## src/rtl/rtc_pkg.sv

```systemverilog
// Shared types and constants for the RTC access arbiter.
// State encoding, trigger polarity and default register widths.
package rtc_pkg;

  typedef enum logic [1:0] {
    IDLE,
    SETUP,
    STROBE,
    COMPLETE
  } arb_state_t;

  localparam logic TRIG_ACTIVE = 1'b0;

  localparam int RTC_ADDR_W = 3;
  localparam int RTC_DATA_W = 8;

endpackage

```

## src/rtl/rtc_access_arbiter_if.sv

```systemverilog
// Requester and RTC register-file signals seen by the arbiter.
// The master side drives requests and read data; the slave is the arbiter.
interface rtc_access_arbiter_if
  import rtc_pkg::*;
#(
  parameter int ADDR_W = RTC_ADDR_W,
  parameter int DATA_W = RTC_DATA_W
);

  logic [1:0]        req;
  logic [1:0]        we;
  logic [ADDR_W-1:0] addr0;
  logic [ADDR_W-1:0] addr1;
  logic [DATA_W-1:0] wdata0;
  logic [DATA_W-1:0] wdata1;
  logic [1:0]        gnt;
  logic [1:0]        done;
  logic [DATA_W-1:0] rdata;
  logic [ADDR_W-1:0] rtc_addr;
  logic [DATA_W-1:0] rtc_wdata;
  logic [DATA_W-1:0] rtc_rdata;
  logic              write_trig;
  logic              read_trig;
  logic              busy;

  modport master (
    output req, we, addr0, addr1,
    output wdata0, wdata1, rtc_rdata,
    input  gnt, done, rdata,
    input  rtc_addr, rtc_wdata,
    input  write_trig, read_trig, busy
  );

  modport slave (
    input  req, we, addr0, addr1,
    input  wdata0, wdata1, rtc_rdata,
    output gnt, done, rdata,
    output rtc_addr, rtc_wdata,
    output write_trig, read_trig, busy
  );

endinterface

```

## src/rtl/rtc_rr_pick.sv

```systemverilog
// Two-way round-robin picker: on contention the port that
// did not win last time is chosen.
module rtc_rr_pick (
  input  logic [1:0] req,
  input  logic       last,
  output logic [1:0] win,
  output logic       valid
);

  always_comb begin
    win   = 2'b00;
    valid = |req;
    unique case (1'b1)
      (req == 2'b11): win = last ? 2'b01 : 2'b10;
      (req == 2'b01): win = 2'b01;
      (req == 2'b10): win = 2'b10;
      default:        win = 2'b00;
    endcase
  end

endmodule

```

## src/rtl/rtc_access_arbiter.sv

```systemverilog
// Round-robin arbiter sharing the RTC register file between the host
// and the alarm/display unit; generates the read/write trigger strobes.
module rtc_access_arbiter
  import rtc_pkg::*;
#(
  parameter int ADDR_W  = RTC_ADDR_W,
  parameter int DATA_W  = RTC_DATA_W,
  parameter int ACC_CYC = 2
) (
  input logic                 clk,
  input logic                 rstn,
  rtc_access_arbiter_if.slave bus
);

  localparam logic [3:0] CNT_LAST = 4'(ACC_CYC - 1);

  arb_state_t state;
  logic [3:0] cnt;
  logic       last;
  logic       sel;
  logic       we_q;
  logic [1:0] win;
  logic       win_vld;

  rtc_rr_pick u_pick (
    .req   (bus.req),
    .last  (last),
    .win   (win),
    .valid (win_vld)
  );

  always_ff @(posedge clk or negedge rstn) begin
    if (!rstn) begin
      state          <= IDLE;
      cnt            <= '0;
      last           <= 1'b1;
      sel            <= 1'b0;
      we_q           <= 1'b0;
      bus.gnt        <= 2'b00;
      bus.done       <= 2'b00;
      bus.busy       <= 1'b0;
      bus.write_trig <= ~TRIG_ACTIVE;
      bus.read_trig  <= ~TRIG_ACTIVE;
      bus.rtc_addr   <= '0;
      bus.rtc_wdata  <= '0;
      bus.rdata      <= '0;
    end else begin
      unique case (state)
        IDLE: begin
          if (win_vld) begin
            bus.gnt  <= win;
            sel      <= win[1];
            bus.busy <= 1'b1;
            if (win[1]) begin
              we_q          <= bus.we[1];
              bus.rtc_addr  <= bus.addr1;
              bus.rtc_wdata <= bus.wdata1;
            end else begin
              we_q          <= bus.we[0];
              bus.rtc_addr  <= bus.addr0;
              bus.rtc_wdata <= bus.wdata0;
            end
            state <= SETUP;
          end
        end
        SETUP: begin
          if (we_q) bus.write_trig <= TRIG_ACTIVE;
          else      bus.read_trig  <= TRIG_ACTIVE;
          cnt   <= '0;
          state <= STROBE;
        end
        STROBE: begin
          if (cnt == CNT_LAST) begin
            bus.write_trig <= ~TRIG_ACTIVE;
            bus.read_trig  <= ~TRIG_ACTIVE;
            if (!we_q) bus.rdata <= bus.rtc_rdata;
            bus.done[sel] <= 1'b1;
            state         <= COMPLETE;
          end else begin
            cnt <= cnt + 4'd1;
          end
        end
        COMPLETE: begin
          bus.done <= 2'b00;
          bus.gnt  <= 2'b00;
          bus.busy <= 1'b0;
          last     <= sel;
          state    <= IDLE;
        end
        default: state <= IDLE;
      endcase
    end
  end

endmodule

```

## src/flat_wrapper.sv

```systemverilog
// flat-port wrapper written by rule: the top's interface ports become plain ports
module rtc_access_arbiter_flat import rtc_pkg::*;
#(
  parameter int ADDR_W  = RTC_ADDR_W,
  parameter int DATA_W  = RTC_DATA_W,
  parameter int ACC_CYC = 2
)
  (clk, rstn, bus_req, bus_we, bus_addr0, bus_addr1, bus_wdata0, bus_wdata1, bus_rtc_rdata, bus_gnt, bus_done, bus_rdata, bus_rtc_addr, bus_rtc_wdata, bus_write_trig, bus_read_trig, bus_busy);
  rtc_access_arbiter_if #(.ADDR_W(ADDR_W), .DATA_W(DATA_W)) bus_i ();
  input logic clk;
  input logic rstn;
  input wire logic [$bits(bus_i.req)-1:0] bus_req;
  input wire logic [$bits(bus_i.we)-1:0] bus_we;
  input wire logic [$bits(bus_i.addr0)-1:0] bus_addr0;
  input wire logic [$bits(bus_i.addr1)-1:0] bus_addr1;
  input wire logic [$bits(bus_i.wdata0)-1:0] bus_wdata0;
  input wire logic [$bits(bus_i.wdata1)-1:0] bus_wdata1;
  input wire logic [$bits(bus_i.rtc_rdata)-1:0] bus_rtc_rdata;
  output wire logic [$bits(bus_i.gnt)-1:0] bus_gnt;
  output wire logic [$bits(bus_i.done)-1:0] bus_done;
  output wire logic [$bits(bus_i.rdata)-1:0] bus_rdata;
  output wire logic [$bits(bus_i.rtc_addr)-1:0] bus_rtc_addr;
  output wire logic [$bits(bus_i.rtc_wdata)-1:0] bus_rtc_wdata;
  output wire logic [$bits(bus_i.write_trig)-1:0] bus_write_trig;
  output wire logic [$bits(bus_i.read_trig)-1:0] bus_read_trig;
  output wire logic [$bits(bus_i.busy)-1:0] bus_busy;
  assign bus_i.req = bus_req;
  assign bus_i.we = bus_we;
  assign bus_i.addr0 = bus_addr0;
  assign bus_i.addr1 = bus_addr1;
  assign bus_i.wdata0 = bus_wdata0;
  assign bus_i.wdata1 = bus_wdata1;
  assign bus_i.rtc_rdata = bus_rtc_rdata;
  assign bus_gnt = bus_i.gnt;
  assign bus_done = bus_i.done;
  assign bus_rdata = bus_i.rdata;
  assign bus_rtc_addr = bus_i.rtc_addr;
  assign bus_rtc_wdata = bus_i.rtc_wdata;
  assign bus_write_trig = bus_i.write_trig;
  assign bus_read_trig = bus_i.read_trig;
  assign bus_busy = bus_i.busy;
  rtc_access_arbiter #(.ADDR_W(ADDR_W), .DATA_W(DATA_W), .ACC_CYC(ACC_CYC)) u_core (.clk(clk), .rstn(rstn), .bus(bus_i));
endmodule
```

## config.mk

```make
export PLATFORM = sky130hd
export DESIGN_NAME = rtc_access_arbiter_flat
export DESIGN_NICKNAME = d
export VERILOG_FILES = /design/src/rtl/rtc_pkg.sv /design/src/rtl/rtc_access_arbiter_if.sv /design/src/rtl/rtc_rr_pick.sv /design/src/rtl/rtc_access_arbiter.sv /design/src/flat_wrapper.sv
export SDC_FILE = /design/constraint.sdc
export NUM_CORES = 1
export LEC_CHECK = 0
export BUFFER_PORTS_ARGS = -buffer_cell sky130_fd_sc_hd__buf_2
export CAP_MARGIN = 20
export CORE_MARGIN = 2
export CORE_UTILIZATION = 44
export DETAILED_ROUTE_END_ITERATION = 10
export MAX_ROUTING_LAYER = met4
export PLACE_DENSITY_LB_ADDON = 0.12
export SYNTH_ARGS = -nofsm -noshare
export SYNTH_HDL_FRONTEND = slang
export SYNTH_SLANG_ARGS = --single-unit
```

## constraint.sdc

```tcl
create_clock -name clk -period 1.9 [get_ports clk]
set_clock_uncertainty 0.15 [all_clocks]
set_input_delay 0.285 -clock clk [delete_from_list [all_inputs] [get_ports clk]]
set_output_delay 0.285 -clock clk [all_outputs]
set_load 0.02 [all_outputs]
```

==> results.py <==
metrics = {
    "drt": {
        "num_vias": 1382,
        "detail_route.wl_per_cell_um": 13.5,
        "vias_per_cell": 4.94,
        "drt_iter0_markers": 22,
        "first_pass_iters": 4,
        "antenna_left": 0,
        "routed_wirelength_um": 3780,
        "drc": 0,
    },
    "yosys": {
        "syn_nets": 196,
        "syn_avg_cell_area_um2": 11.2,
        "seq_area_frac_synth_pct": 51.5,
        "synth_warnings": 0,
        "post_synth_instance_area_mm2": 0.00171,
        "synthCells": 152,
        "ys_ff_latch": 35,
        "ys_types": 31,
    },
    "finish": {
        "nets": 275,
        "antenna_cells": 0,
        "area_growth_syn_to_layout_pct": 35.9,
        "fin_cells": 280,
        "fin_area_mm2": 0.00232,
        "final_common_cell": "buf_2",
        "mostFrequentLayoutCells": "buf_2 (61), dfrtp_1 (32), o21ai_0 (18)",
        "layout-drive-gt1-share_pct": 44.8,
    },
    "setup_path": {
        "cp.depth": 5,
        "r2r_slack_ps": -80,
        "cp_max_fo": 8,
        "crit_family": "simple AND/OR/NAND/NOR gates",
        "critPathKind": "flip-flop to flip-flop",
        "cp-start-kind": "flip-flop",
        "required_ps": 1920,
        "r2r_cells": 5,
        "crit_chain": "inv_2 -> ha_4 -> or3b_4 -> or3_4 -> mux2_4",
        "r2r-end": "u_core.bus.rdata[5]",
        "timing.rr.start": "u_core.cnt[1]",
        "crit_path_top_delay_cell": "or3_4",
        "setup.worst_path.end": "u_core.bus.rdata[5]",
        "startpoint": "u_core.cnt[1]",
        "arrival_ps": 2000,
        "critical-path-max-stage-delay_ps": 420,
        "crit_buf_inv": 1,
        "cp-end-kind": "flip-flop",
    },
    "floorplanning": {
        "die_h_um": 66.3,
        "die-width_um": 66.3,
        "rows": 22,
        "die_area_mm2": 0.00439,
        "start_util_pct": 46.3,
        "ios": 62,
        "core-area_mm2": 0.00369,
    },
    "timing": {
        "fmax_mhz": 505,
        "grt_setup_unrepaired": "yes",
        "tightest_slew_ps": 489,
        "finalHoldViolations": 0,
        "fin_crit_sh_pct": 104,
        "layout_min_cycle_time_ps": 1980,
        "tns_ps": -598,
        "max_slew_margin_pct": 67.4,
        "worst_slack_ps": -79.2,
        "slew_violations": 0,
        "finalSetupViolCount": 8,
    },
    "power": {
        "power.total_w": 0.00407,
        "power_density_mw_per_mm2": 1760,
        "ir_worst_vdd_v": 0.000791,
        "p_leak_nw": 1.21,
    },
    "global_route": {
        "overflow": 0,
        "antenna_found_initial": 0,
        "grt_pass1_vias": 1330,
        "grt_max_degree": 26,
        "grt_pass1_wl_um": 5990,
        "grt_usage_pct": 19.1,
    },
    "cts": {
        "cts_buffer_depth": 2,
        "clkLatencyLatePin_ps": 280,
        "clk_pin_slew_ps": 70,
        "numCtsBuffers": 5,
        "cts_tree": "done",
        "htree_levels": 2,
        "clkSinkCount": 35,
        "root_buffer": "clkbuf_8",
    },
    "placement": {
        "placed_area_mm2": 0.00216,
        "io_buffers": 61,
        "dp_hpwl_um": 2890,
        "place_congestion": 0.861,
        "place_inst": 271,
    },
    "outcome": {
        "status": "complete, but fails checks",
        "violations": "negative setup slack",
    },
    "min_path": {
        "hold_path.class": "primary input to flip-flop",
    },
    "run": {
        "drv_cap": 0,
    },
}
==> cells by family after synthesis <==
family | synth area share, %
compound gates | 13.3
simple gates | 9.97
flops | 51.5
mux | 15.4
buf+inv | 3.45
fa+ha+maj | 5.87
xor+xnor | 0.513
==> cell type report <==
| type | instances | area [um2] |
|---|---|---|
| clock buffers | 6 | 82.6 |
| flip-flops and latches | 35 | 880 |
| clock inverters | 2 | 35.0 |
| inverters | 7 | 26.3 |
| multi-input cells | 104 | 800 |
| repair buffers | 78 | 435 |
| well taps | 48 | 60.1 |
| fillers | 320 | 1370 |
==> layer usage <==
layer	routed length (um)	track usage (%)	vias to the layer above
met2	1980	31.0	39
met3	234	6.47	6
met1	1510	21.4	644
met5	0	-	-
met4	56	8.67	0
li1	-	-	693
==> Yosys cell counts <==
master    number  area, um2
and2b_1        1       7.51
a21oi_1        7       35.0
a31oi_1        4       25.0
buf_2          2       10.0
dfrtp_1       32        801
nand2_1       16       60.1
mux2i_1       12        120
nor3b_1        2       15.0
a22o_1         1       8.76
o22ai_1        1       6.26
ha_1           8        100
nor2_1         3       11.3
clkbuf_1       3       11.3
buf_6          1       11.3
a21boi_0       1       7.51
dfstp_2        3       78.8
a21bo_2        1       10.0
mux2_4         8        120
a32o_1         2       20.0
o311ai_0       1       8.76
nand3_1        6       30.0
inv_1          7       26.3
o21ai_0       18       90.1
or3b_1         1       8.76
or3_1          3       18.8
mux2_2         2       22.5
xor2_1         1       8.76
nor2b_1        1       6.26
o21ai_1        1       5.00
o32a_1         1       10.0
nand2b_1       2       12.5
==> worst min-delay path by stage <==
stage / start / to / slack, ps / cells after the start
after floorplan: rstn / u_core.bus.busy / -160 / 0
after detailed placement: rstn / u_core.cnt[3] / 130 / 1
after CTS: bus_rtc_rdata[2] / u_core.bus.rdata[2] / 70 / 2
after global placement: rstn / u_core.cnt[2] / 130 / 1
final: bus_rtc_rdata[2] / u_core.bus.rdata[2] / 80 / 2
after global routing: bus_rtc_rdata[2] / u_core.bus.rdata[2] / 60 / 2
==> worst register-to-register path: cells and delay by family, from the launching register on <==
family        cells  cell delay (ps)
simple gates      2              790
buf+inv           1               80
flops             1              390
mux               1              330
fa+ha+maj         1              120
==> what timing repair did <==
| item | in CTS | in global routing |
|---|---|---|
| hold buffers | 1 | 0 |
| pin swaps | 0 | 1 |
| setup buffers | 1 | 0 |
| gates resized for setup | 5 | 3 |
| setup endpoints to repair | 9 | 9 |
| endpoints found under the hold margin | 19 | 0 |
| cloned | 0 | 0 |
==> metrics by stage <==
stage / hold WS (ps) / worst slack (ps) / util [%]
after detailed placement: 128 / -124 / 58.5
final: 81.5 / -79.2 / 62.9
after floorplan: -161 / -180 / -
after global routing: 64.7 / -125 / 62.9
after CTS: 72.8 / -91.6 / 62.8
after global placement: 129 / -84.9 / 58.5
==> state kept, by name, indices dropped and copies added (netlist names) <==
| name | flops |
|---|---|
| u_core.bus.busy | 1 |
| u_core.bus.done | 2 |
| u_core.bus.gnt | 2 |
| u_core.bus.rdata | 8 |
| u_core.bus.read_trig | 1 |
| u_core.bus.rtc_addr | 3 |
| u_core.bus.rtc_wdata | 8 |
| u_core.bus.write_trig | 1 |
| u_core.cnt | 4 |
| u_core.last | 1 |
| u_core.sel | 1 |
| u_core.state | 2 |
| u_core.we_q | 1 |
==> where the power goes <==
group	internal (W)	switching (W)	leakage (nW)
clock network	0.000424	0.000260	0.0612
registers	0.00112	0.000214	0.425
logic	0.000943	0.00111	0.727
(Power assumes the default switching activity.)
